### src/rtl/result_collector.sv
// Deskews the systolic array's skewed output lanes into whole rows and stores
// them row-major in an MxM result memory exposed through a registered read port.
module result_collector #(
  parameter int MATRIX_SIZE = 2,
  parameter int DATA_SIZE   = 32
) (
  input  logic                                       i_clk,
  input  logic                                       i_reset,
  input  logic                                       i_enable,
  input  logic                                       i_clear,
  input  logic                                       i_in_valid,
  input  logic [DATA_SIZE-1:0]                       i_data_in [MATRIX_SIZE],
  input  logic [$clog2(MATRIX_SIZE*MATRIX_SIZE)-1:0] i_rd_addr,
  output logic [DATA_SIZE-1:0]                       o_rd_data,
  output logic [$clog2(MATRIX_SIZE):0]               o_row_count,
  output logic                                       o_done,
  output logic                                       o_overflow
);

  localparam int AW    = $clog2(MATRIX_SIZE*MATRIX_SIZE);
  localparam int RCW   = $clog2(MATRIX_SIZE) + 1;
  localparam int DEPTH = MATRIX_SIZE * MATRIX_SIZE;

  localparam logic [1:0] S_IDLE    = 2'd0;
  localparam logic [1:0] S_COLLECT = 2'd1;
  localparam logic [1:0] S_DONE    = 2'd2;

  logic [1:0]           r_state;
  logic [1:0]           w_state_nxt;
  logic [RCW-1:0]       r_row_count;
  logic                 r_done;
  logic                 r_overflow;
  logic [DATA_SIZE-1:0] r_mem [DEPTH];
  logic [DATA_SIZE-1:0] r_rd_data;

  logic                 w_flush;
  logic                 w_vld_in;
  logic                 w_vld_out;
  logic                 w_wr_en;
  logic                 w_last_row;
  logic [AW-1:0]        w_wr_base;
  logic [DATA_SIZE-1:0] w_lane [MATRIX_SIZE];

  // In-flight rows are discarded by any of reset, enable drop or clear.
  assign w_flush    = i_reset || !i_enable || i_clear;
  assign w_vld_in   = i_in_valid && (r_state != S_DONE);
  assign w_last_row = (r_row_count == RCW'(MATRIX_SIZE - 1));
  assign w_wr_en    = w_vld_out && !w_flush && (r_state == S_COLLECT)
                      && (r_row_count < RCW'(MATRIX_SIZE));
  assign w_wr_base  = AW'(r_row_count) * AW'(MATRIX_SIZE);

  generate
    if (MATRIX_SIZE > 1) begin : g_vld_dly
      logic r_vld_sr [MATRIX_SIZE-1];

      // Valid delay line of M-1 stages, aligned with the deskewed lanes.
      always_ff @(posedge i_clk) begin
        if (w_flush) begin
          for (int k = 0; k < MATRIX_SIZE-1; k++) r_vld_sr[k] <= 1'b0;
        end else begin
          r_vld_sr[0] <= w_vld_in;
          for (int k = 1; k < MATRIX_SIZE-1; k++) r_vld_sr[k] <= r_vld_sr[k-1];
        end
      end

      assign w_vld_out = r_vld_sr[MATRIX_SIZE-2];
    end else begin : g_vld_pass
      assign w_vld_out = w_vld_in;
    end

    for (genvar j = 0; j < MATRIX_SIZE; j++) begin : g_lane
      localparam int D = MATRIX_SIZE - 1 - j;
      if (D > 0) begin : g_dly
        logic [DATA_SIZE-1:0] r_sr [D];

        // Lane j arrives j cycles late, so it waits M-1-j more stages.
        always_ff @(posedge i_clk) begin
          if (w_flush) begin
            for (int k = 0; k < D; k++) r_sr[k] <= '0;
          end else begin
            r_sr[0] <= i_data_in[j];
            for (int k = 1; k < D; k++) r_sr[k] <= r_sr[k-1];
          end
        end

        assign w_lane[j] = r_sr[D-1];
      end else begin : g_pass
        assign w_lane[j] = i_data_in[j];
      end
    end
  endgenerate

  // Next-state logic for the collection FSM.
  always_comb begin
    w_state_nxt = r_state;
    case (r_state)
      S_IDLE: begin
        if (i_in_valid) w_state_nxt = S_COLLECT;
        else            w_state_nxt = S_IDLE;
      end
      S_COLLECT: begin
        if (w_wr_en && w_last_row) w_state_nxt = S_DONE;
        else                       w_state_nxt = S_COLLECT;
      end
      S_DONE:  w_state_nxt = S_DONE;
      default: w_state_nxt = S_IDLE;
    endcase
  end

  // Control state: FSM, row counter and status flags.
  always_ff @(posedge i_clk) begin
    if (i_reset || !i_enable || i_clear) begin
      r_state     <= S_IDLE;
      r_row_count <= '0;
      r_done      <= 1'b0;
      r_overflow  <= 1'b0;
    end else begin
      r_state <= w_state_nxt;
      if (w_wr_en) begin
        r_row_count <= r_row_count + RCW'(1);
        if (w_last_row) r_done <= 1'b1;
        else            r_done <= r_done;
      end else begin
        r_row_count <= r_row_count;
        r_done      <= r_done;
      end
      if ((r_state == S_DONE) && i_in_valid) r_overflow <= 1'b1;
      else                                   r_overflow <= r_overflow;
    end
  end

  // Result memory and registered read port; only reset clears contents.
  always_ff @(posedge i_clk) begin
    if (i_reset) begin
      for (int a = 0; a < DEPTH; a++) r_mem[a] <= '0;
      r_rd_data <= '0;
    end else begin
      if (w_wr_en) begin
        for (int j = 0; j < MATRIX_SIZE; j++) r_mem[w_wr_base + AW'(j)] <= w_lane[j];
      end
      if (int'(i_rd_addr) < DEPTH) r_rd_data <= r_mem[i_rd_addr];
      else                         r_rd_data <= '0;
    end
  end

  assign o_rd_data   = r_rd_data;
  assign o_row_count = r_row_count;
  assign o_done      = r_done;
  assign o_overflow  = r_overflow;

endmodule
### config.mk
export PLATFORM = sky130hd
export DESIGN_NAME = result_collector
export DESIGN_NICKNAME = d
export VERILOG_FILES = /design/src/rtl/result_collector.sv
export SDC_FILE = /design/constraint.sdc
export NUM_CORES = 1
export LEC_CHECK = 0
export ABC_AREA = 1
export CAP_MARGIN = 20
export CORE_ASPECT_RATIO = 0.7
export CORE_MARGIN = 2
export CORE_UTILIZATION = 39
export CTS_CLUSTER_SIZE = 10
export DETAILED_ROUTE_END_ITERATION = 12
export MAX_ROUTING_LAYER = met4
export PLACE_DENSITY = 0.71
export SLEW_MARGIN = 10
export SYNTH_ARGS = -nofsm -noshare
export SYNTH_HDL_FRONTEND = slang
export SYNTH_SLANG_ARGS = --single-unit
### constraint.sdc
create_clock -name i_clk -period 4 [get_ports i_clk]
set_clock_uncertainty 0.05 [all_clocks]
set_input_delay 0.8 -clock i_clk [delete_from_list [all_inputs] [get_ports i_clk]]
set_output_delay 0.8 -clock i_clk [all_outputs]
set_load 0.01 [all_outputs]
# After elaboration in Yosys (flattened, before gate mapping)
# Memory sizes are Yosys's and may differ from the RTL's. A register that Yosys moved wholly into a read port is not among the register bits.
# Cells that the tools add are included.
[totals]
register_bits = 6
mem_bits_rw = 161
in_bits = 71
output_inout_bits = 36
word_cells = 51
memories = 3
[mem_list]
columns = ["name", "depth", "word_bits", "read_ports", "rd_ports_with_merged_regs", "write_ports", "line_no", "text"]
rows = [
  ["r_mem", 4, 32, 1, 1, 4, "33", "logic [DATA_SIZE-1:0] r_mem [DEPTH];"],
  ["g_lane[0].g_dly.r_sr", 1, 32, 1, 0, 1, "74", "logic [DATA_SIZE-1:0] r_sr [D];"],
  ["g_vld_dly.r_vld_sr", 1, 1, 1, 0, 1, "54", "logic r_vld_sr [MATRIX_SIZE-1];"],
]
[op_classes]
add_sub_neg = 2
order_cmp = 1
eq_ne = 4
muxes = 21
reduce_logical = 16
[ops]
columns = ["cell", "n"]
rows = [
  ["two-way mux 32 bit", 3],
  ["OR reduction 32 bit", 3],
  ["two-way mux 1 bit", 14],
  ["logical AND 1 bit", 6],
  ["two-way mux 2 bit", 3],
  ["case mux 2 bit (3 select lines)", 1],
  ["adder 2 x 1 -> 2 bit, second input constant", 2],
  ["== test 2 x 1 -> 1 bit, second input constant", 2],
  ["== test 2 bit, second input constant", 1],
  ["zero test 1 bit", 2],
  ["zero test 2 bit", 1],
  ["logical OR 1 bit", 2],
  ["< comparator 2 bit, second input constant", 1],
  ["inequality test 2 bit, second input constant", 1],
  ["AND reduction 2 bit", 1],
  ["OR reduction 1 bit", 1],
]

# Depth between registers and ports, before layout
# Gate-level depths: netlist of the first run.
[logic_depth]
ltp_word = 12
depth_mapped = 8
depth_no_buf = 7

# Worst setup path after synthesis of the first run
# Ideal clock, no wire load.
[synth_timing]
path_kind = "input-to-reg"
from = "in i_reset"
to = "mem r_mem[0][0], enable pin"
setup_ns = 0.389
arrival_time_ns = 2.196
t_required_ns = 3.561
path_slack_ns = 1.365
path_stages = 7
path_buffers = 2
cell_sequence = "buf_6 > inv_4 > nand3_4 > nor2_4 > nand2_2 > buf_2 > nand2_1"
[synth_lines]
columns = ["element", "line_no", "text"]
rows = [
  ["start, declared", "8", "input logic i_reset,"],
  ["end, declared", "33", ""],
]

==> out/qor.csv, run 1 <==
stage,metric,value,unit
critical_path,crit_arrival,2.82,ns
synthesis,netlist_top_cells_area,"edfxtp_1 48%, dfxtp_1 18%, nand2_1 7.9%",
global_route,antenna_found_initial,0,
detailed_routing,wire_per_inst,14.9,microns
synthesis,synth_commonest_cells,"170 x nand2_1, 166 x nor2_1, 136 x inv_1",
timing,maxSlewViolCount,0,
detailed_routing,drc,0,
clocking,cts_setup_buffers,0,
global_route,grt_usage,18.0,%
finish,layout-drive-gt1-share,6.64,%
die,start_util,39.4,%
min_path,hold_depth,2,
critical_path,worstSetupPathType,input pin to flip-flop,
place,hpwl,11.0,mm
synthesis,ys_types,23,
timing,finalSetupViolCount,0,
finish,area_delta_synth_final,23.1,%
global_route,grt_pass1_vias,5435,
clocking,clock_tree.buffer_depth,2,
pwr,vdd_ir_drop_max,0.000306,V
critical_path,rr_startpoint,o_row_count[0],
critical_path,crit_end,r_mem[0][9],
place,dpl.cell_count,1207,
timing,max_slew_margin,36.0,%
synthesis,synth_area_leader_cell,edfxtp_1,
timing,hold_violations,0,
global_route,grt_pass1_wl,29.1,mm
global_route,grt_max_degree,65,
status,status,finished clean,
critical_path,rrSetupSlack,1.29,ns
critical_path,r2r_cells,3,
clocking,cts_max_level,4,
synthesis,syn_avg_cell_area,9.38,sq um
synthesis,synthCells,862,
synthesis,netlist.area_leader.share,47.5,%
clocking,holdBufCountCts,0,
synthesis,synth-seq-cells,199,
die,coreArea,0.0205,sq mm
timing,worstMarginPinSlew,0.956,ns
finish,finalNonFillerCells,1240,
detailed_routing,wirelength,18.5,mm
critical_path,end_kind,flip-flop,
synthesis,yosysMostFrequentCell,nand2_1,
global_route,overflow,0,
die,die-area,0.0219,sq mm
detailed_routing,dr.pass1.iters,5,
pwr,powerDensity,434,mW/mm^2
synthesis,ys_async_sr_fraction,0,%
critical_path,rr_endpoint,r_mem[0][9],
synthesis,netlist_area,0.00809,sq mm
timing,period_minus_slack,2.82,ns
die,die_h,124,microns
synthesis,ys_seq_area_share,65.1,%
place,io_buffers,106,
min_path,hold_class,flip-flop to flip-flop,
clocking,cts_buffers,17,
finish,fillers,1846,
timing,max_freq,355,MHz
clocking,cts_resized,0,
critical_path,crit_start,i_enable,
clocking,cts_tree,built,
timing,finalCritPeriodShare,70.4,%
critical_path,required,4.00,ns
finish,diodes,0,
clocking,path_clk_slew,0.07,ns
pwr,leakage,0.00437,uW
die,rows,44,
timing,tns,0,ns
detailed_routing,viasPerCell,4.65,
place,place_area,0.00932,sq mm
place,gp_congestion,0.742,
die,chipWidth,176,microns
clocking,insertion_delay,0.43,ns
finish,seq_area,0.00527,sq mm
finish,multi_input_area,0.00206,sq mm
synthesis,synth.net_count,934,
clocking,cts.sinks,199,
synthesis,synth_flop_cell,edfxtp_1,
run,max_cap_viol_count,0,
detailed_routing,drt.antenna.violating_nets,0,
timing,rsz0062_at_grt,no,
finish,final_area,0.00996,sq mm
detailed_routing,vias,5760,
synthesis,synth_edf_count,128,
critical_path,worstPathMaxFanout,32,
die,io_pins,107,
critical_path,cp-start-kind,input pin,
finish,fin_nets,1023,
detailed_routing,drtIter0Drc,673,
clocking,ctsRootBufferMaster,clkbuf_16,
synthesis,ys_warn_count,0,
cell usage in the layout (no fill, tap or decap), drive strengths merged:
| cell | n |
|---|---|
| nand2 | 172 |
| nor2 | 167 |
| inv | 141 |
| edfxtp | 128 |
| clkdlybuf4s50 | 104 |
| dfxtp | 71 |
| nand3 | 65 |
| o21ai | 35 |
| a21oi | 34 |
| clkbuf | 25 |
| buf | 13 |
| clkinvlp | 3 |
| clkinv | 3 |
| o21bai | 1 |
| nand3b | 1 |
| ha | 1 |
layout make-up:
type,count,share of cell area (%)
tap,276,3.47
multi-input combinational,476,20.6
inverter,140,5.30
clock inverter,7,0.477
clock buffer,25,5.74
timing repair buffer,117,11.5
sequential,199,52.9
power by group:
part / switching, uW / internal, uW
Clock: 742 / 999
Combinational: 162 / 136
Sequential: 24.7 / 2260
cell families (layout without fill, tap and decap cells):
| family | Yosys count | in the layout | synth area share [%] |
|---|---|---|---|
| AOI/OAI and AO/OA | 70 | 70 | 4.36 |
| adders and majority gates | 1 | 1 | 0.155 |
| buffers and inverters | 187 | 289 | 9.62 |
| DFF | 199 | 199 | 65.1 |
| and+or+nand+nor | 405 | 405 | 20.8 |
sequential cells by signal (all words and copies together) (netlist names):
| signal | cells |
|---|---|
| g_lane.g_dly.r_sr | 32 |
| o_row_count | 2 |
| r_state | 2 |
| o_overflow | 1 |
| o_rd_data | 32 |
| g_vld_dly.r_vld_sr | 1 |
| r_mem | 128 |
| o_done | 1 |
worst max-delay path: stages:
cell and delay (ns):
clkdlybuf4s50_1 0.57, nand3_4 0.11, nor2_4 0.16, nand2_2 0.29, nand2_2 0.86
metal layers:
| layer | global-route usage, % | up-vias | part of all wire (%) |
|---|---|---|---|
| met2 | 27.5 | 225 | 46 |
| met3 | 4.70 | 18 | 8.4 |
| li1 | - | 2866 | - |
| met4 | 4.57 | 0 | 0.95 |
| met5 | - | - | 0 |
| met1 | 24.0 | 2651 | 45 |
through the flow:
step / utilization [%] / total power, uW / hold slack (ns) / setup WS [ns]
after floorplan: - / 2460 / 0.424 / 1.36
after global placement: 45.4 / 2620 / 0.388 / 0.790
after detailed placement: 45.4 / 2620 / 0.409 / 0.718
after CTS: 48.4 / 4350 / 0.431 / 1.18
after global routing: 48.5 / 4470 / 0.456 / 1.09
final: 48.5 / 4320 / 0.426 / 1.18
how the worst min path moves through the flow:
stage	start	end	slack, ns
after global routing	o_done	o_done	0.46
after CTS	o_overflow	o_overflow	0.43
after floorplan	o_overflow	o_overflow	0.42
after global placement	o_overflow	o_overflow	0.39
final	o_overflow	o_overflow	0.43
after detailed placement	o_overflow	o_overflow	0.41
Note: power is estimated with default switching activity, not from simulation.
==> inputs of run 2 (changes only) <==
- PLACE_DENSITY: 0.71 -> 0.73
- clock period: 4 -> 2.28 ns (I/O delays scaled with it)
==> out/qor.csv, run 2 (synthesis results as in run 1) <==
stage,metric,value,unit,change
status,status,finished clean,,
timing,hold_ws,0.407,ns,-0.0188 ns
detailed_routing,drtIter0Drc,491,,-27%
detailed_routing,wire_per_inst,15.0,microns,+0.57%
timing,finalSetupViolCount,0,,unchanged
timing,worstMarginPinSlew,0.487,ns,-0.469 ns
die,die_h,124,microns,unchanged
timing,tns,0,ns,unchanged
critical_path,crit_path_cell_trace,clkdlybuf4s50_1,,
min_path,hold_class,flip-flop to flip-flop,,
die,rows,44,,unchanged
timing,maxSlewViolCount,0,,unchanged
critical_path,r2r_cells,6,,+3
critical_path,crit_end,o_row_count[0],,
clocking,cts_resized,0,,unchanged
detailed_routing,dr.pass1.iters,7,,+2
die,chipWidth,176,microns,unchanged
clocking,cts_setup_buffers,0,,unchanged
place,dp_slack,0.141,ns,-0.577 ns
timing,period_minus_slack,2.07,ns,
detailed_routing,drt.antenna.violating_nets,0,,unchanged
die,coreArea,0.0205,sq mm,unchanged
critical_path,rr_endpoint,r_mem[0][5],,
critical_path,required,1.77,ns,-2.23 ns
detailed_routing,viasPerCell,4.66,,+0.33%
detailed_routing,drc,0,,unchanged
critical_path,end_kind,output port,,
clocking,ctsRootBufferMaster,clkbuf_16,,
critical_path,slowest_stage,clkdlybuf4s50_1,,
global_route,grt_usage,18.1,%,+0.040 points
clocking,holdBufCountCts,0,,unchanged
global_route,overflow,0,,unchanged
finish,fillers,1822,,-1.3%
critical_path,critical_path.top_delay_family,buffers and inverters,,
pwr,vdd_ir_drop_max,0.000529,V,+73%
detailed_routing,wirelength,18.8,mm,+1.5%
timing,finalCritPeriodShare,90.8,%,
place,gp_congestion,0.758,,+2.2%
clocking,cts_max_level,4,,unchanged
clocking,insertion_delay,0.43,ns,about the same
place,dpl.cell_count,1220,,+1.1%
critical_path,worstPathMaxFanout,13,,-59%
place,hpwl,11.7,mm,+6.1%
finish,final_cell_mix,"166 x nand2_1, 166 x nor2_1, 136 x inv_1",,
clocking,path_clk_slew,0.07,ns,about the same
critical_path,path_depth,1,,-4
die,die-area,0.0219,sq mm,unchanged
timing,hold_violations,0,,unchanged
clocking,cts_buffers,17,,unchanged
critical_path,crit_start,o_row_count[0],,
pwr,leakage,0.00446,uW,+2.2%
die,io_pins,107,,unchanged
timing,rsz0062_at_grt,no,,
detailed_routing,vias,5835,,+1.3%
pwr,total_power,7720,uW,+79%
pwr,powerDensity,760,mW/mm^2,+75%
die,start_util,39.4,%,unchanged
critical_path,crit_arrival,1.56,ns,-1.26 ns
finish,area_delta_synth_final,25.5,%,
critical_path,rr_startpoint,o_row_count[1],,
critical_path,crit_buf_inv,1,,unchanged
clocking,clock_tree.buffer_depth,2,,unchanged
finish,fin_nets,1035,,+1.2%
finish,top_register,r_mem,,
run,max_cap_viol_count,0,,unchanged
critical_path,rrSetupSlack,0.58,ns,-0.71 ns
finish,diodes,0,,unchanged
critical_path,worstSetupPathType,flip-flop to output port,,
timing,max_freq,483,MHz,
place,io_buffers,106,,unchanged
global_route,grt_pass1_wl,29.3,mm,+0.62%
global_route,antenna_found_initial,0,,unchanged
clocking,cts_tree,built,,
finish,finalNonFillerCells,1252,,+0.97%
critical_path,max_stage_delay,0.61,ns,-0.25 ns
critical_path,cp-start-kind,flip-flop,,
global_route,grt_max_degree,67,,+3.1%
finish,layout-drive-gt1-share,7.99,%,+1.4 points
timing,setup_ws,0.210,ns,-0.974 ns
timing,max_slew_margin,67.5,%,+32 points
global_route,grt_pass1_vias,5693,,+4.7%
finish,largest_register_ffs,128,,unchanged
clocking,cts.sinks,199,,unchanged
[run 2: cell types whose count changed in the layout (fill, tap and decap cells not counted), sizes merged]
cell	previous run	this run
clkinv	3	4
clkbuf	25	19
bufinv	0	3
inv	141	144
clkinvlp	3	2
buf	13	25
[run 2: worst reg2reg max path, cell delays in order (launching register included)]
cell and delay (ns):
dfxtp_1 0.34, nor2_1 0.14, nand2_1 0.17, nor2_4 0.19
nand2_2 0.11, nand2_2 0.20, buf_12 0.20
[run 2: power breakdown]
group | internal (uW) | switching (uW) | leakage (uW) | total (uW)
sequential | 3950 | 41.9 | 0.00189 | 3990
clock | 1810 | 1350 | 0.000299 | 3160
combinational | 265 | 296 | 0.00228 | 561
[run 2: final cells by class]
cell class	instances	area, sq um	area share, %
Clock buffer	19	454	4.47
Multi-Input combinational cell	476	2060	20.2
Inverter	140	528	5.20
Tap cell	276	345	3.40
Sequential cell	199	5270	51.9
Timing Repair Buffer	129	1340	13.2
Clock inverter	13	166	1.64
[run 2: metrics by stage]
stage	util [%]	instance area, sq um
6_report	49.4	10200
5_1_grt	49.4	10200
2_1_floorplan	-	8090
3_5_place_dp	46.4	9530
4_1_cts	49.4	10200
3_3_place_gp	46.4	9530
[run 2: how the worst min path moves through the flow]
stage	startpoint	end	slack, ns	depth (start not counted)
finish	o_overflow	o_overflow	0.41	2
global placement	o_overflow	o_overflow	0.39	2
global route	o_overflow	o_overflow	0.44	2
floorplan	o_overflow	o_overflow	0.42	2
CTS	o_overflow	o_overflow	0.41	2
detailed placement	o_overflow	o_overflow	0.40	2
[run 2: per-layer routing]
layer | routed length [microns] | vias up | track usage, % | part of all wire (%)
li1 | - | 2893 | - | -
met1 | 8020 | 2689 | 22.3 | 43
met2 | 9010 | 216 | 28.9 | 48
met3 | 1270 | 37 | 3.82 | 6.8
met4 | 465 | 0 | 7.49 | 2.5
met5 | 0 | - | - | 0
==> inputs of run 3 (changes only) <==
- PLACE_DENSITY: 0.73 -> 0.68
==> out/qor.csv, run 3 (synthesis results as in run 1) <==
stage,metric,value,unit,change
status,status,finished clean,,
clocking,path_clk_slew,0.07,ns,about the same
clocking,cts.sinks,199,,unchanged
place,dp_slack,0.232,ns,+0.0911 ns
timing,worstMarginPinSlew,0.456,ns,-0.0313 ns
die,die_h,124,microns,unchanged
clocking,cts_max_level,4,,unchanged
place,io_buffers,106,,unchanged
global_route,overflow,0,,unchanged
detailed_routing,wire_per_inst,14.6,microns,-2.5%
detailed_routing,viasPerCell,4.61,,-1.2%
detailed_routing,dr.pass1.iters,5,,-2
global_route,grt_usage,17.8,%,-0.30 points
place,gp_congestion,0.749,,-1.2%
clocking,cts_resized,0,,unchanged
clocking,clock_tree.buffer_depth,2,,unchanged
timing,rsz0062_at_grt,no,,
detailed_routing,wirelength,18.3,mm,-2.6%
die,io_pins,107,,unchanged
critical_path,crit_buf_inv,1,,unchanged
clocking,ctsRootBufferMaster,clkbuf_16,,
clocking,insertion_delay,0.43,ns,about the same
finish,final_cell_mix,"166 x nand2_1, 166 x nor2_1, 136 x inv_1",,
critical_path,cp-start-kind,flip-flop,,
die,rows,44,,unchanged
finish,area_delta_synth_final,24.7,%,
finish,top_register,r_mem,,
critical_path,max_stage_delay,0.57,ns,-0.04 ns
clocking,holdBufCountCts,0,,unchanged
detailed_routing,drt.antenna.violating_nets,0,,unchanged
finish,largest_register_ffs,128,,unchanged
pwr,powerDensity,734,mW/mm^2,-3.4%
pwr,vdd_ir_drop_max,0.000507,V,-4.3%
critical_path,crit_start,o_row_count[0],,
critical_path,worstPathMaxFanout,6,,-7
clocking,cts_tree,built,,
critical_path,end_kind,output port,,
die,start_util,39.4,%,unchanged
min_path,worstHoldStart,i_rd_addr[0],,
min_path,hold_end,o_rd_data[22],,
global_route,grt_max_degree,65,,-3.0%
global_route,antenna_found_initial,0,,unchanged
critical_path,crit_arrival,1.42,ns,-0.14 ns
finish,finalNonFillerCells,1251,,-0.080%
clocking,cts_buffers,17,,unchanged
min_path,hold_class,input pin to flip-flop,,
detailed_routing,drtIter0Drc,649,,+32%
timing,max_slew_margin,69.6,%,+2.0 points
place,dpl.cell_count,1219,,-0.082%
timing,maxSlewViolCount,0,,unchanged
critical_path,path_depth,1,,unchanged
run,max_cap_viol_count,0,,unchanged
global_route,grt_pass1_wl,29.1,mm,-0.83%
critical_path,required,1.77,ns,about the same
die,coreArea,0.0205,sq mm,unchanged
pwr,leakage,0.00444,uW,-0.42%
finish,layout-drive-gt1-share,7.79,%,-0.20 points
global_route,grt_pass1_vias,5471,,-3.9%
timing,hold_violations,0,,unchanged
timing,finalCritPeriodShare,84.5,%,-6.2 points
die,die-area,0.0219,sq mm,unchanged
timing,setup_ws,0.353,ns,+0.142 ns
finish,diodes,0,,unchanged
place,hpwl,11.3,mm,-3.1%
detailed_routing,vias,5762,,-1.3%
critical_path,rr_endpoint,r_mem[2][28],,
critical_path,rrSetupSlack,0.67,ns,+0.09 ns
critical_path,crit_path_cell_trace,clkdlybuf4s50_1,,
finish,utilization,49.1,%,-0.32 points
critical_path,r2r_cells,6,,unchanged
detailed_routing,drc,0,,unchanged
critical_path,rr_startpoint,o_row_count[1],,
die,chipWidth,176,microns,unchanged
critical_path,critical_path.top_delay_family,buffers and inverters,,
timing,period_minus_slack,1.93,ns,-0.142 ns
clocking,cts_setup_buffers,0,,unchanged
timing,finalSetupViolCount,0,,unchanged
finish,fin_nets,1034,,-0.097%
critical_path,worstSetupPathType,flip-flop to output port,,
critical_path,slowest_stage,clkdlybuf4s50_1,,
timing,max_freq,519,MHz,+7.4%
min_path,hold_depth,5,,+3
-- run 3: stage by stage --
| step | power [uW] | instance area (sq um) | setup TNS (ns) | hold WS (ns) |
|---|---|---|---|---|
| after floorplan | 4310 | 8090 | -1.46 | 0.424 |
| after global placement | 4630 | 9520 | 0 | 0.388 |
| after detailed placement | 4640 | 9520 | 0 | 0.406 |
| after CTS | 7460 | 10100 | 0 | 0.388 |
| after global routing | 7690 | 10100 | 0 | 0.393 |
| final | 7410 | 10100 | 0 | 0.398 |
-- run 3: area by class of cell --
type,instances,area (sq um)
clock buffers,22,497
clock inverters,10,66.3
fillers,1848,10400
inverters,140,528
multi-input cells,476,2060
flip-flops and latches,199,5270
well taps,276,345
repair buffers,128,1330
-- run 3: worst max path at each step --
| stage | endpoint | slack (ns) |
|---|---|---|
| after floorplan | r_mem[0][0] | -0.01 |
| final | o_row_count[0] | 0.35 |
| after detailed placement | r_mem[2][27] | 0.23 |
| after CTS | o_row_count[0] | 0.34 |
| after global routing | o_row_count[0] | 0.30 |
| after global placement | r_mem[2][26] | 0.25 |
-- run 3: where the power goes --
part / internal, uW / switching, uW / total (uW)
combinational: 266 / 291 / 557
sequential: 3950 / 40.0 / 3990
clock: 1560 / 1300 / 2860
-- run 3: tightest hold or removal path: cells and delay by family --
kind	cells	cell delay, ns
AND/OR/NAND/NOR	3	0.17
buffers and inverters	1	0.15
AO/OA/AOI/OAI	1	0.06
-- run 3: routing by layer --
layer | part of all wire, % | track usage [%] | vias to the layer above
met4 | 0.83 | 4.18 | 0
li1 | - | - | 2886
met5 | 0 | - | -
met3 | 6.6 | 3.85 | 11
met1 | 45 | 23.7 | 2666
met2 | 47 | 27.8 | 199
